$ cat src/rtl/d_pr_ps_ctrl_if.sv
// Requester-side bundle for d_pr_ps_ctrl: request/opcode/operand in, grant/ack/readback out.
interface d_pr_ps_ctrl_if #(
  parameter int unsigned W    = 4,
  parameter int unsigned NREQ = 4
);
  logic [NREQ-1:0]   req;
  logic [2*NREQ-1:0] op;
  logic [W*NREQ-1:0] wdata;
  logic [NREQ-1:0]   gnt;
  logic [NREQ-1:0]   ack;
  logic [W-1:0]      rdata;
  logic              busy;

  modport master (output req, op, wdata, input gnt, ack, rdata, busy);
  modport slave  (input req, op, wdata, output gnt, ack, rdata, busy);
endinterface

$ cat src/rtl/d_pr_ps_ctrl.sv
// Round-robin access controller for a bank of D flops with async preset/clear.
// Serialises load/set/clear/read requests and issues clean one-cycle pr/ps pulses.
module d_pr_ps_ctrl #(
  parameter int unsigned W    = 4,
  parameter int unsigned NREQ = 4
) (
  input  logic                  clk,
  input  logic                  rst,
  d_pr_ps_ctrl_if.slave         rq,
  input  logic [W-1:0]          q,
  output logic [W-1:0]          d,
  output logic [W-1:0]          pr,
  output logic [W-1:0]          ps
);

  localparam int unsigned IW = (NREQ > 1) ? $clog2(NREQ) : 1;

  typedef enum logic [1:0] {IDLE, EXEC, ACK} state_e;
  typedef enum logic [1:0] {OP_LOAD = 2'b00, OP_SET = 2'b01, OP_CLR = 2'b10, OP_READ = 2'b11} op_e;

  state_e            state_q, state_d;
  logic [IW-1:0]     ptr_q, ptr_d;
  logic [IW-1:0]     win_q, win_d;
  op_e               op_q, op_d;
  logic [W-1:0]      wdata_q, wdata_d;
  logic [NREQ-1:0]   gnt_q, gnt_d;
  logic [NREQ-1:0]   ack_q, ack_d;
  logic [W-1:0]      rdata_q, rdata_d;
  logic              busy_q, busy_d;
  logic [W-1:0]      pr_q, pr_d;
  logic [W-1:0]      ps_q, ps_d;

  logic              arb_valid;
  logic [IW-1:0]     arb_idx;
  logic [IW-1:0]     cand;
  op_e               sel_op;
  logic [W-1:0]      sel_wdata;

  // Round-robin search starting at ptr_q, plus operand mux for the winner
  always_comb begin
    arb_valid = 1'b0;
    arb_idx   = '0;
    cand      = '0;
    sel_op    = OP_LOAD;
    sel_wdata = '0;
    for (int unsigned k = 0; k < NREQ; k++) begin
      cand = IW'((32'(ptr_q) + k) % NREQ);
      if (!arb_valid && rq.req[cand]) begin
        arb_valid = 1'b1;
        arb_idx   = cand;
      end
    end
    for (int unsigned i = 0; i < NREQ; i++) begin
      if (IW'(i) == arb_idx) begin
        sel_op    = op_e'(rq.op[2*i +: 2]);
        sel_wdata = rq.wdata[W*i +: W];
      end
    end
  end

  // Next-state and registered-output computation
  always_comb begin
    state_d = state_q;
    ptr_d   = ptr_q;
    win_d   = win_q;
    op_d    = op_q;
    wdata_d = wdata_q;
    gnt_d   = gnt_q;
    ack_d   = '0;
    rdata_d = rdata_q;
    busy_d  = busy_q;
    pr_d    = '0;
    ps_d    = '0;
    unique case (state_q)
      IDLE: begin
        if (arb_valid) begin
          state_d = EXEC;
          win_d   = arb_idx;
          op_d    = sel_op;
          wdata_d = sel_wdata;
          gnt_d   = NREQ'(1) << arb_idx;
          busy_d  = 1'b1;
          if (sel_op == OP_SET) pr_d = sel_wdata;
          if (sel_op == OP_CLR) ps_d = sel_wdata;
        end
      end
      EXEC: begin
        state_d = ACK;
        ack_d   = NREQ'(1) << win_q;
        if (op_q == OP_READ) rdata_d = q;
      end
      ACK: begin
        state_d = IDLE;
        gnt_d   = '0;
        busy_d  = 1'b0;
        ptr_d   = (32'(win_q) == NREQ - 1) ? '0 : win_q + IW'(1);
      end
      default: state_d = IDLE;
    endcase
  end

  // State and output registers; reset kills any in-flight pulse at once
  always_ff @(posedge clk or negedge rst) begin
    if (!rst) begin
      state_q <= IDLE;
      ptr_q   <= '0;
      win_q   <= '0;
      op_q    <= OP_LOAD;
      wdata_q <= '0;
      gnt_q   <= '0;
      ack_q   <= '0;
      rdata_q <= '0;
      busy_q  <= 1'b0;
      pr_q    <= '0;
      ps_q    <= '0;
    end else begin
      state_q <= state_d;
      ptr_q   <= ptr_d;
      win_q   <= win_d;
      op_q    <= op_d;
      wdata_q <= wdata_d;
      gnt_q   <= gnt_d;
      ack_q   <= ack_d;
      rdata_q <= rdata_d;
      busy_q  <= busy_d;
      pr_q    <= pr_d;
      ps_q    <= ps_d;
    end
  end

  // Bank D input: load data during a load EXEC, otherwise recirculate q
  always_comb begin
    d = (state_q == EXEC && op_q == OP_LOAD) ? wdata_q : q;
  end

  assign pr       = pr_q;
  assign ps       = ps_q;
  assign rq.gnt   = gnt_q;
  assign rq.ack   = ack_q;
  assign rq.rdata = rdata_q;
  assign rq.busy  = busy_q;

endmodule

$ cat src/flat_wrapper.sv
// flat-port wrapper written by rule: the top's interface ports become plain ports
module d_pr_ps_ctrl_flat 
#(
  parameter int unsigned W    = 4,
  parameter int unsigned NREQ = 4
)
  (clk, rst, q, d, pr, ps, rq_req, rq_op, rq_wdata, rq_gnt, rq_ack, rq_rdata, rq_busy);
  d_pr_ps_ctrl_if #(.W(W), .NREQ(NREQ)) rq_i ();
  input  logic clk;
  input  logic rst;
  input  logic [W-1:0] q;
  output logic [W-1:0] d;
  output logic [W-1:0] pr;
  output logic [W-1:0] ps;
  input wire logic [$bits(rq_i.req)-1:0] rq_req;
  input wire logic [$bits(rq_i.op)-1:0] rq_op;
  input wire logic [$bits(rq_i.wdata)-1:0] rq_wdata;
  output wire logic [$bits(rq_i.gnt)-1:0] rq_gnt;
  output wire logic [$bits(rq_i.ack)-1:0] rq_ack;
  output wire logic [$bits(rq_i.rdata)-1:0] rq_rdata;
  output wire logic [$bits(rq_i.busy)-1:0] rq_busy;
  assign rq_i.req = rq_req;
  assign rq_i.op = rq_op;
  assign rq_i.wdata = rq_wdata;
  assign rq_gnt = rq_i.gnt;
  assign rq_ack = rq_i.ack;
  assign rq_rdata = rq_i.rdata;
  assign rq_busy = rq_i.busy;
  d_pr_ps_ctrl #(.W(W), .NREQ(NREQ)) u_core (.clk(clk), .rst(rst), .rq(rq_i), .q(q), .d(d), .pr(pr), .ps(ps));
endmodule
$ cat config.mk
export PLATFORM = sky130hd
export DESIGN_NAME = d_pr_ps_ctrl_flat
export DESIGN_NICKNAME = d
export VERILOG_FILES = /design/src/rtl/d_pr_ps_ctrl_if.sv /design/src/rtl/d_pr_ps_ctrl.sv /design/src/flat_wrapper.sv
export SDC_FILE = /design/constraint.sdc
export NUM_CORES = 1
export LEC_CHECK = 0
export CAP_MARGIN = 5
export CORE_MARGIN = 4
export CORE_UTILIZATION = 45
export DETAILED_ROUTE_END_ITERATION = 16
export PLACE_DENSITY = 0.82
export REMOVE_ABC_BUFFERS = 1
export SYNTH_ARGS = -nofsm -noshare
export SYNTH_HDL_FRONTEND = slang
export SYNTH_SLANG_ARGS = --single-unit
$ cat constraint.sdc
create_clock -name clk -period 2.65 [get_ports clk]
set_input_delay 0.3975 -clock clk [delete_from_list [all_inputs] [get_ports clk]]
set_output_delay 0.3975 -clock clk [all_outputs]
set_load 0.05 [all_outputs]
==> results of run 1 <==
[worst reg2reg max path, cell delays in order (launching register included)]
cell                       delay (ps)
sky130_fd_sc_hd__dfrtp_1          440
sky130_fd_sc_hd__and2_4           180
sky130_fd_sc_hd__and2_4           150
sky130_fd_sc_hd__or3_4            450
sky130_fd_sc_hd__mux4_1           560
sky130_fd_sc_hd__a211oi_1         240
[cells by family (layout without fill, tap and decap cells)]
kind of cell / after synthesis / after routing
AOI/OAI and AO/OA: 28 / 28
adders and majority gates: 4 / 4
buffers and inverters: 29 / 95
DFF: 33 / 33
muxes: 17 / 17
and+or+nand+nor: 38 / 38
[layout make-up]
| cell class | count | area, um^2 |
|---|---|---|
| Clock buffer | 7 | 86.3 |
| Inverter | 24 | 90.1 |
| Timing Repair Buffer | 64 | 616 |
| Sequential cell | 33 | 826 |
| Tap cell | 48 | 60.1 |
| Fill cell | 289 | 1210 |
| Multi-Input combinational cell | 87 | 748 |
[flip-flops by register name (all words and copies together), names as in the netlist]
| signal | count |
|---|---|
| u_core.rq.gnt | 4 |
| u_core.state_q | 2 |
| u_core.pr | 4 |
| u_core.rq.rdata | 4 |
| u_core.op_q | 2 |
| u_core.rq.ack | 4 |
| u_core.ptr_q | 2 |
| u_core.rq.busy | 1 |
| u_core.wdata_q | 4 |
| u_core.ps | 4 |
| u_core.win_q | 2 |
[routing by layer]
layer	GRT usage	up-vias	wire (um)
met1	0.199	675	1520
met2	0.293	67	1920
met4	0.0911	0	81
met3	0.0551	8	292
li1	-	656	-
met5	0	-	0
[power by group]
part	switching, W	leakage, nW	internal (W)
clock network	0.000163	0.0443	0.000206
registers	0.000125	0.422	0.000700
logic	0.000884	0.652	0.000597
total	0.00117	1.12	0.00150
[per-stage QoR]
step	area [um^2]	setup slack [ps]	hold WS [ps]	total power (W)
final	2430	291	491	0.00267
after global routing	2430	179	521	0.00284
after CTS	2430	285	497	0.00269
after detailed placement	2340	96.1	481	0.00231
after global placement	2340	160	462	0.00227
after floorplan	1660	696	102	0.00181
[synthesized netlist by cell type (2+ instances only)]
master                     count  area, um^2
sky130_fd_sc_hd__dfrtp_1      33         826
sky130_fd_sc_hd__inv_1        24        90.1
sky130_fd_sc_hd__nand2_1      11        41.3
sky130_fd_sc_hd__mux2_2        9         101
sky130_fd_sc_hd__o21ai_0       8        40.0
sky130_fd_sc_hd__a211oi_1      6        45.0
sky130_fd_sc_hd__mux4_2        5         113
sky130_fd_sc_hd__a32o_1        4        40.0
sky130_fd_sc_hd__and2_1        4        25.0
sky130_fd_sc_hd__clkbuf_1      4        15.0
sky130_fd_sc_hd__ha_1          4        50.1
sky130_fd_sc_hd__nand2b_1      4        25.0
sky130_fd_sc_hd__nand3_1       4        20.0
sky130_fd_sc_hd__a211o_1       2        17.5
sky130_fd_sc_hd__a21oi_1       2        10.0
sky130_fd_sc_hd__and2_4        2        17.5
sky130_fd_sc_hd__mux4_1        2        52.6
sky130_fd_sc_hd__nand4_1       2        12.5
sky130_fd_sc_hd__nor2_1        2        7.51
sky130_fd_sc_hd__nor2b_1       2        12.5
sky130_fd_sc_hd__nor4_1        2        12.5
[worst max path at each step]
stage	slack, ps	startpoint	end	depth (start not counted)
6_report	290	u_core.state_q[1]	d[2]	4
5_1_grt	180	u_core.state_q[1]	d[0]	4
4_1_cts	290	u_core.state_q[1]	d[3]	4
3_5_place_dp	100	rq_req[0]	u_core.ps[0]	6
3_3_place_gp	160	rq_req[0]	u_core.ps[1]	6
2_1_floorplan	700	u_core.ptr_q[1]	u_core.ps[2]	5
==> impl_metrics.env, run 1 <==
export IMPL_antenna_found_initial=0
export IMPL_grt_first_pass_wirelength_mm=6.78
export IMPL_hold_class="register to register"
export IMPL_dominantRegCellSynth="sky130_fd_sc_hd__dfrtp_1"
export IMPL_antenna_left=0
export IMPL_cpMaxStageDelayCell="sky130_fd_sc_hd__nor3b_1"
export IMPL_cts_repair_resized=0
export IMPL_synthesis_area_per_instance_um2=11.3
export IMPL_drive_above_1_share=0.163
export IMPL_slew_violations=0
export IMPL_cts_hold_fix_buffers=0
export IMPL_design_die_area_mm2=0.00480
export IMPL_initial_utilization=0.465
export IMPL_finish_net_count=253
export IMPL_drt_first_iter_violations=94
export IMPL_worstPathArrival_ps=1960
export IMPL_ys_seq_elements=33
export IMPL_drt_wl_total_mm=3.81
export IMPL_adder_cell_fraction_of_synth_area=0.0296
export IMPL_clock_tree_root_cell="sky130_fd_sc_hd__clkbuf_8"
export IMPL_post_synth_num_cell_types=34
export IMPL_utilization=0.668
export IMPL_core_mm2=0.00363
export IMPL_power_density_cells_mw_per_mm2=1100
export IMPL_timing_final_crit_period_ps=2360
export IMPL_vdd_ir_drop_worst_uv=496
export IMPL_fp_dieW_um=69.3
export IMPL_worst_hold_path_num_cells=2
export IMPL_worst_slew_pin_transition_ps=566
export IMPL_timing_critical_path_from_type="register"
export IMPL_fraction_of_synthesized_cell_area_in_xor_and_xnor_cells=0
export IMPL_rsz0062_at_grt="no"
export IMPL_detailroute_via_count=1406
export IMPL_tightest_slew_margin_relative_to_the_limit=0.622
export IMPL_final_setup_skew_ps=4.58
export IMPL_netlist_instances=149
export IMPL_cts_sinks=33
export IMPL_synth_area_mm2=0.00169
export IMPL_clk_insertion_delay_late_ps=280
export IMPL_finalHoldViolCount=0
export IMPL_via_per_inst=5.35
export IMPL_maxClockFrequency_mhz=424
export IMPL_number_of_warnings_printed_during_yosys_synthesis=0
export IMPL_cp_end_kind="output pin"
export IMPL_cp_cell_sequence="nor2b_1 > nor3b_1 > mux2_2 > buf_4"
export IMPL_grt_pass1_vias=1490
export IMPL_r2r_end="u_core.ps[3]"
export IMPL_path_max_fanout=4
export IMPL_io_port_bufs=58
export IMPL_place_gp_congestion=0.762
export IMPL_r2r_setup_slack_ps=530
export IMPL_criticalPathCategory="register to output pin"
export IMPL_status="finished clean"
export IMPL_power_leakage_nw=1.12
export IMPL_seq_area_frac_synth=0.489
export IMPL_largest_net_degree_at_the_start_of_global_routing=34
export IMPL_worst_r2r_cell_count=5
export IMPL_synth_edf_count=0
export IMPL_layout_area_overhead_vs_synth_pct=43.5
export IMPL_ctsLongestPathBuffers=2
export IMPL_setup_total_negative_slack_ps=0
export IMPL_cp_required_ps=2250
export IMPL_mostFrequentLayoutCells="sky130_fd_sc_hd__clkdlybuf4s50_1 (54), sky130_fd_sc_hd__dfrtp_1 (33), sky130_fd_sc_hd__inv_1 (24), sky130_fd_sc_hd__nand2_1 (11), sky130_fd_sc_hd__buf_4 (10)"
export IMPL_critical_path_buf_inv_count=1
export IMPL_numPlacedInstances=256
export IMPL_clock_tree_from_tritoncts="built"
export IMPL_drt_wirelength_per_cell_um=14.5
export IMPL_fraction_of_the_mapped_netlist_area_in_compound_gates=0.120
export IMPL_max_stage_delay_ps=510
export IMPL_synth_top_family_by_area="multiplexers"
export IMPL_report_final_setup_viol=0
export IMPL_min_to="u_core.wdata_q[1]"
export IMPL_max_cap_viol_count=0
export IMPL_period_share=0.890
export IMPL_stdcell_count=263
export IMPL_worst_r2r_startpoint="u_core.ptr_q[1]"
export IMPL_clock_tree_htree_level_count=2
export IMPL_drt_pass1_iter_count=4
export IMPL_layout_commonest_cell="sky130_fd_sc_hd__clkdlybuf4s50_1"
export IMPL_num_io_pins=59
export IMPL_global_route_overflow_total=0
export IMPL_holdCritStartpoint="u_core.wdata_q[1]"
export IMPL_clkSlewWorstSetupHoldPaths_ps=60
export IMPL_drt_drc_violations_left=0
export IMPL_antenna_cells_inserted=0
export IMPL_placement_rows=22
export IMPL_post_cts_setup_repair_buffer_count=0
export IMPL_ys_async_sr_fraction=1.00
export IMPL_timing_critical_path_max_delay_family="simple AND/OR/NAND/NOR gates"
export IMPL_synth_simple_gate_area_frac=0.130
export IMPL_chipHeight_um=69.3
export IMPL_synth_area_mux_share=0.164
export IMPL_cts_made_buffers=5
export IMPL_grtUsageTotal=0.175
Note: power is estimated with default switching activity, not from simulation.
==> run 2: changes to the inputs <==
clock period = 2.6 ns   (was 2.65 ns; I/O delays follow)
==> run 2 against run 1 <==
Net effect: combinational power increased by 3%; power grew 4.0%; flip-flop and latch count is the same; register-to-register slack got worse by 60 ps; critical path type unchanged; critical endpoint is now d[3].
==> impl_metrics.env, run 2 (synthesis results as in run 1) <==
export IMPL_worst_r2r_cell_count=5
export IMPL_worst_r2r_startpoint="u_core.ptr_q[1]"
export IMPL_clock_tree_from_tritoncts="built"
export IMPL_drt_drc_violations_left=0
export IMPL_mostFrequentLayoutCells="sky130_fd_sc_hd__clkdlybuf4s50_1 (54), sky130_fd_sc_hd__dfrtp_1 (33), sky130_fd_sc_hd__inv_1 (24), sky130_fd_sc_hd__buf_4 (13), sky130_fd_sc_hd__nand2_1 (11)"
export IMPL_setup_total_negative_slack_ps=0
export IMPL_worstPathArrival_ps=1940
export IMPL_report_final_setup_viol=0
export IMPL_clock_tree_htree_level_count=2
export IMPL_cp_required_ps=2210
export IMPL_holdCritStartpoint="u_core.rq.busy"
export IMPL_design_die_area_mm2=0.00480
export IMPL_placement_rows=22
export IMPL_vdd_ir_drop_worst_uv=445
export IMPL_fp_dieW_um=69.3
export IMPL_initial_utilization=0.465
export IMPL_cpMaxStageDelayCell="sky130_fd_sc_hd__nor3b_1"
export IMPL_worst_slew_pin_transition_ps=593
export IMPL_max_cap_viol_count=0
export IMPL_layout_area_overhead_vs_synth_pct=45.7
export IMPL_via_per_inst=5.20
export IMPL_power_leakage_nw=1.14
export IMPL_max_stage_delay_ps=520
export IMPL_post_route_worst_setup_slack_ps=269
export IMPL_min_to="u_core.rq.busy"
export IMPL_hold_class="register to register"
export IMPL_grtUsageTotal=0.168
export IMPL_cts_sinks=33
export IMPL_r2r_setup_slack_ps=470
export IMPL_cts_repair_resized=0
export IMPL_detailroute_via_count=1388
export IMPL_ctsLongestPathBuffers=2
export IMPL_clkSlewWorstSetupHoldPaths_ps=70
export IMPL_cp_cell_sequence="nor2b_1 > nor3b_1 > mux2_2 > buf_4"
export IMPL_antenna_cells_inserted=0
export IMPL_largest_net_degree_at_the_start_of_global_routing=34
export IMPL_place_gp_congestion=0.797
export IMPL_finish_net_count=256
export IMPL_drt_first_iter_violations=76
export IMPL_global_route_overflow_total=0
export IMPL_tightest_slew_margin_relative_to_the_limit=0.604
export IMPL_clk_insertion_delay_late_ps=280
export IMPL_timing_critical_path_from_type="register"
export IMPL_cp_end_kind="output pin"
export IMPL_fillCellCount=290
export IMPL_r2r_end="u_core.ps[2]"
export IMPL_chipHeight_um=69.3
export IMPL_dpl_hpwl_mm=3.09
export IMPL_power_density_cells_mw_per_mm2=1130
export IMPL_timing_final_crit_period_ps=2330
export IMPL_drt_pass1_iter_count=4
export IMPL_antenna_found_initial=0
export IMPL_final_setup_skew_ps=7.53
export IMPL_criticalPathCategory="register to output pin"
export IMPL_multiInputGateArea_um2=748
export IMPL_num_io_pins=59
export IMPL_layout_commonest_cell="sky130_fd_sc_hd__clkdlybuf4s50_1"
export IMPL_cts_made_buffers=5
export IMPL_worst_hold_slack_ps=480
export IMPL_drt_wirelength_per_cell_um=13.9
export IMPL_status="finished clean"
export IMPL_grt_pass1_vias=1502
export IMPL_post_cts_setup_repair_buffer_count=0
export IMPL_cts_hold_fix_buffers=0
export IMPL_path_max_fanout=4
export IMPL_io_port_bufs=58
export IMPL_rsz0062_at_grt="no"
export IMPL_grt_first_pass_wirelength_mm=6.65
export IMPL_maxClockFrequency_mhz=429
export IMPL_core_mm2=0.00363
export IMPL_slew_violations=0
export IMPL_register_area_um2=826
export IMPL_worst_hold_path_num_cells=2
export IMPL_antenna_left=0
export IMPL_place_ws_ps=84.8
export IMPL_clock_tree_root_cell="sky130_fd_sc_hd__clkbuf_8"
export IMPL_period_share=0.897
export IMPL_finalHoldViolCount=0
export IMPL_drive_above_1_share=0.183
export IMPL_drt_wl_total_mm=3.71
[run 2: cell types whose count changed in the layout (fill, tap and decap cells not counted), sizes merged]
cell,previous run,this run
buf,10,13
clkinv,0,1
[run 2: worst max path at each step]
stage,start,to
global placement,rq_req[0],u_core.ps[1]
CTS,u_core.state_q[1],d[3]
detailed placement,rq_req[0],u_core.ps[2]
finish,u_core.state_q[1],d[3]
floorplan,u_core.ptr_q[1],u_core.ps[2]
global route,u_core.state_q[1],d[3]
[run 2: layout make-up]
type	count	share of cell area
Timing Repair Buffer	67	0.259
Multi-Input combinational cell	87	0.304
Inverter	24	0.0366
Tap cell	48	0.0244
Clock buffer	7	0.0391
Sequential cell	33	0.335
Clock inverter	1	0.00203
[run 2: where the power goes]
part	switching (W)	internal [W]	leakage [nW]
Combinational	0.000903	0.000632	0.666
Sequential	0.000124	0.000713	0.422
Clock	0.000172	0.000239	0.0542
Total	0.00120	0.00158	1.14
[run 2: stage by stage]
stage	cell area, um^2	power [W]	utilization	cells
floorplan	1660	0.00185	-	144
global placement	2360	0.00233	0.650	259
detailed placement	2360	0.00239	0.650	259
CTS	2460	0.00281	0.678	267
global route	2460	0.00296	0.678	267
finish	2460	0.00278	0.678	267
[run 2: layer usage]
metal / global-route usage / wire length [um] / vias to the layer above
met5: 0 / 0 / -
met4: 0.0586 / 52 / 0
met3: 0.0507 / 274 / 4
met2: 0.284 / 1840 / 60
met1: 0.204 / 1550 / 661
li1: - / - / 663
[run 2: critical path: cells and delay by family, from the launching register on]
family,cells,cell delay [ps]
multiplexers,1,410
AND/OR/NAND/NOR,2,660
buffers and inverters,1,190
flip-flops,1,400
==> run 3: changes to the inputs <==
CTS_CLUSTER_DIAMETER = 100   (was not set)
==> results of run 3 <==
The final DEF is identical to that of run 2; final timing and power are the same.
==> RTL edit, RTL diff (flow settings as in run 2) <==
`NREQ` is set to 4 in 3 places; all go to 2.
--- a/src/rtl/d_pr_ps_ctrl_if.sv
+++ b/src/rtl/d_pr_ps_ctrl_if.sv
@@ -1,7 +1,7 @@
 // Requester-side bundle for d_pr_ps_ctrl: request/opcode/operand in, grant/ack/readback out.
 interface d_pr_ps_ctrl_if #(
   parameter int unsigned W    = 4,
-  parameter int unsigned NREQ = 4
+  parameter int unsigned NREQ = 2
 );
   logic [NREQ-1:0]   req;
   logic [2*NREQ-1:0] op;
--- a/src/rtl/d_pr_ps_ctrl.sv
+++ b/src/rtl/d_pr_ps_ctrl.sv
@@ -2,7 +2,7 @@
 // Serialises load/set/clear/read requests and issues clean one-cycle pr/ps pulses.
 module d_pr_ps_ctrl #(
   parameter int unsigned W    = 4,
-  parameter int unsigned NREQ = 4
+  parameter int unsigned NREQ = 2
 ) (
   input  logic                  clk,
   input  logic                  rst,
--- a/src/flat_wrapper.sv
+++ b/src/flat_wrapper.sv
@@ -2,7 +2,7 @@
 module d_pr_ps_ctrl_flat 
 #(
   parameter int unsigned W    = 4,
-  parameter int unsigned NREQ = 4
+  parameter int unsigned NREQ = 2
 )
   (clk, rst, q, d, pr, ps, rq_req, rq_op, rq_wdata, rq_gnt, rq_ack, rq_rdata, rq_busy);
   d_pr_ps_ctrl_if #(.W(W), .NREQ(NREQ)) rq_i ();
Ports: changed (5 resized); port bits go from 59 to 41. No check against the original RTL was run, so the function may have changed too.
==> RTL edit against run 2 <==
Total power decreased by 36%; via count down 22%; area after synthesis down 23%; sequential cell count is 6 lower; maximum frequency down 2.3%; non-clock buffer count decreased by 25; largest cell class unchanged; setup slack lost 0.055 ns; utilization decreased by 5.6 points; final area decreased by 30%; routed wire length decreased by 21%; first-iteration DRC count shrank 28%.
==> RTL edit: results (changes against run 2) <==
| Metric | Value |
|---|---|
| Reg2reg end | u_core.win_q$_DFFE_PN0P_ |
| Sequential element share of the synthesized area | 0.522 (+0.0337) |
| Critical Path Sink | d[1] |
| Synth Instances | 119 (-20%) |
| Worst Hold Class | input pin to asynchronous set/reset pin |
| Setup WS pre-CTS | 0.288 ns (+0.204 ns) |
| Status | complete, no violations |
| Slowest CP cell | dfrtp_1 |
| First-pass GRT wire length | 4.75 mm (-29%) |
| Clock transition at path regs | 0.15 ns (+0.08 ns) |
| Vias/cell | 5.77 (+11%) |
| Leakage | 0.688 nW (-40%) |
| F_max | 419 MHz (-2.3%) |
| Crit Reg-Reg Startpoint | u_core.state_q[0]$_DFFE_PN0P_ |
| DR WL/cell | 15.5 µm (+12%) |
| Met1 usage in global routing | 0.214 (+0.00975) |
| Hpwl dp | 2.20 mm (-29%) |
| TritonCTS Buffers | 3 (-2) |
| Met2 usage in global routing | 0.271 (-0.0133) |
| Number of port buffers | 40 (-31%) |
| Peak supply drop | 0.000740 V (+66%) |
| Clock root buffer master | clkbuf_4 |
| Crit path largest cell delay | 0.44 ns (-0.08 ns) |
| Synth top cells by count | dfrtp_1 (27), a21oi_1 (15), mux2_2 (8), nand4_1 (8), o2111ai_1 (8) |
| Synth unique cells | 32 (-5.9%) |
| Share of cells above drive strength 1 | 0.134 (-0.0489) |
| Routed WL | 2.92 mm (-21%) |
| Worst Skew | 0.0135 ns (+0.00602 ns) |
| Maximum number of pins on one net before global-route repair | 28 (-18%) |
| Reg2reg path depth | 3 (-2) |
| Drt initial violations | 55 (-28%) |
| Htree depth | 1 (-1) |
| Rel. slew slack | 0.623 (+0.0189) |
| Post_cts resized | 4 (+4) |
| GPL Wtd Cong | 0.873 (+9.5%) |
| Nets | 178 (-30%) |
[RTL edit: changes by cell type in the layout (fill, tap and decap cells not counted), sizes merged, moves of 8 or more]
cell	change
buf	-11
o2111ai	+8
a21oi	+13
clkdlybuf4s50	-18
inv	-19
[RTL edit: cell type report]
| type | count | area, µm² |
|---|---|---|
| Fill cell | 227 | 1040 |
| Sequential cell | 27 | 676 |
| Multi-Input combinational cell | 79 | 539 |
| Timing Repair Buffer | 42 | 410 |
| Tap cell | 31 | 38.8 |
| Clock buffer | 3 | 22.5 |
| Inverter | 5 | 21.3 |
| Clock inverter | 1 | 7.51 |
[RTL edit: logic make-up after synthesis]
kind of cell           synth area share
muxes                            0.0696
buffers and inverters            0.0609
AOI/OAI and AO/OA                 0.194
DFF                               0.522
and+or+nand+nor                   0.153
[RTL edit: report_power, final]
| group | switching, W | internal, W |
|---|---|---|
| Sequential | 0.000109 | 0.000573 |
| Clock | 0.000123 | 0.0000589 |
| Combinational | 0.000596 | 0.000331 |
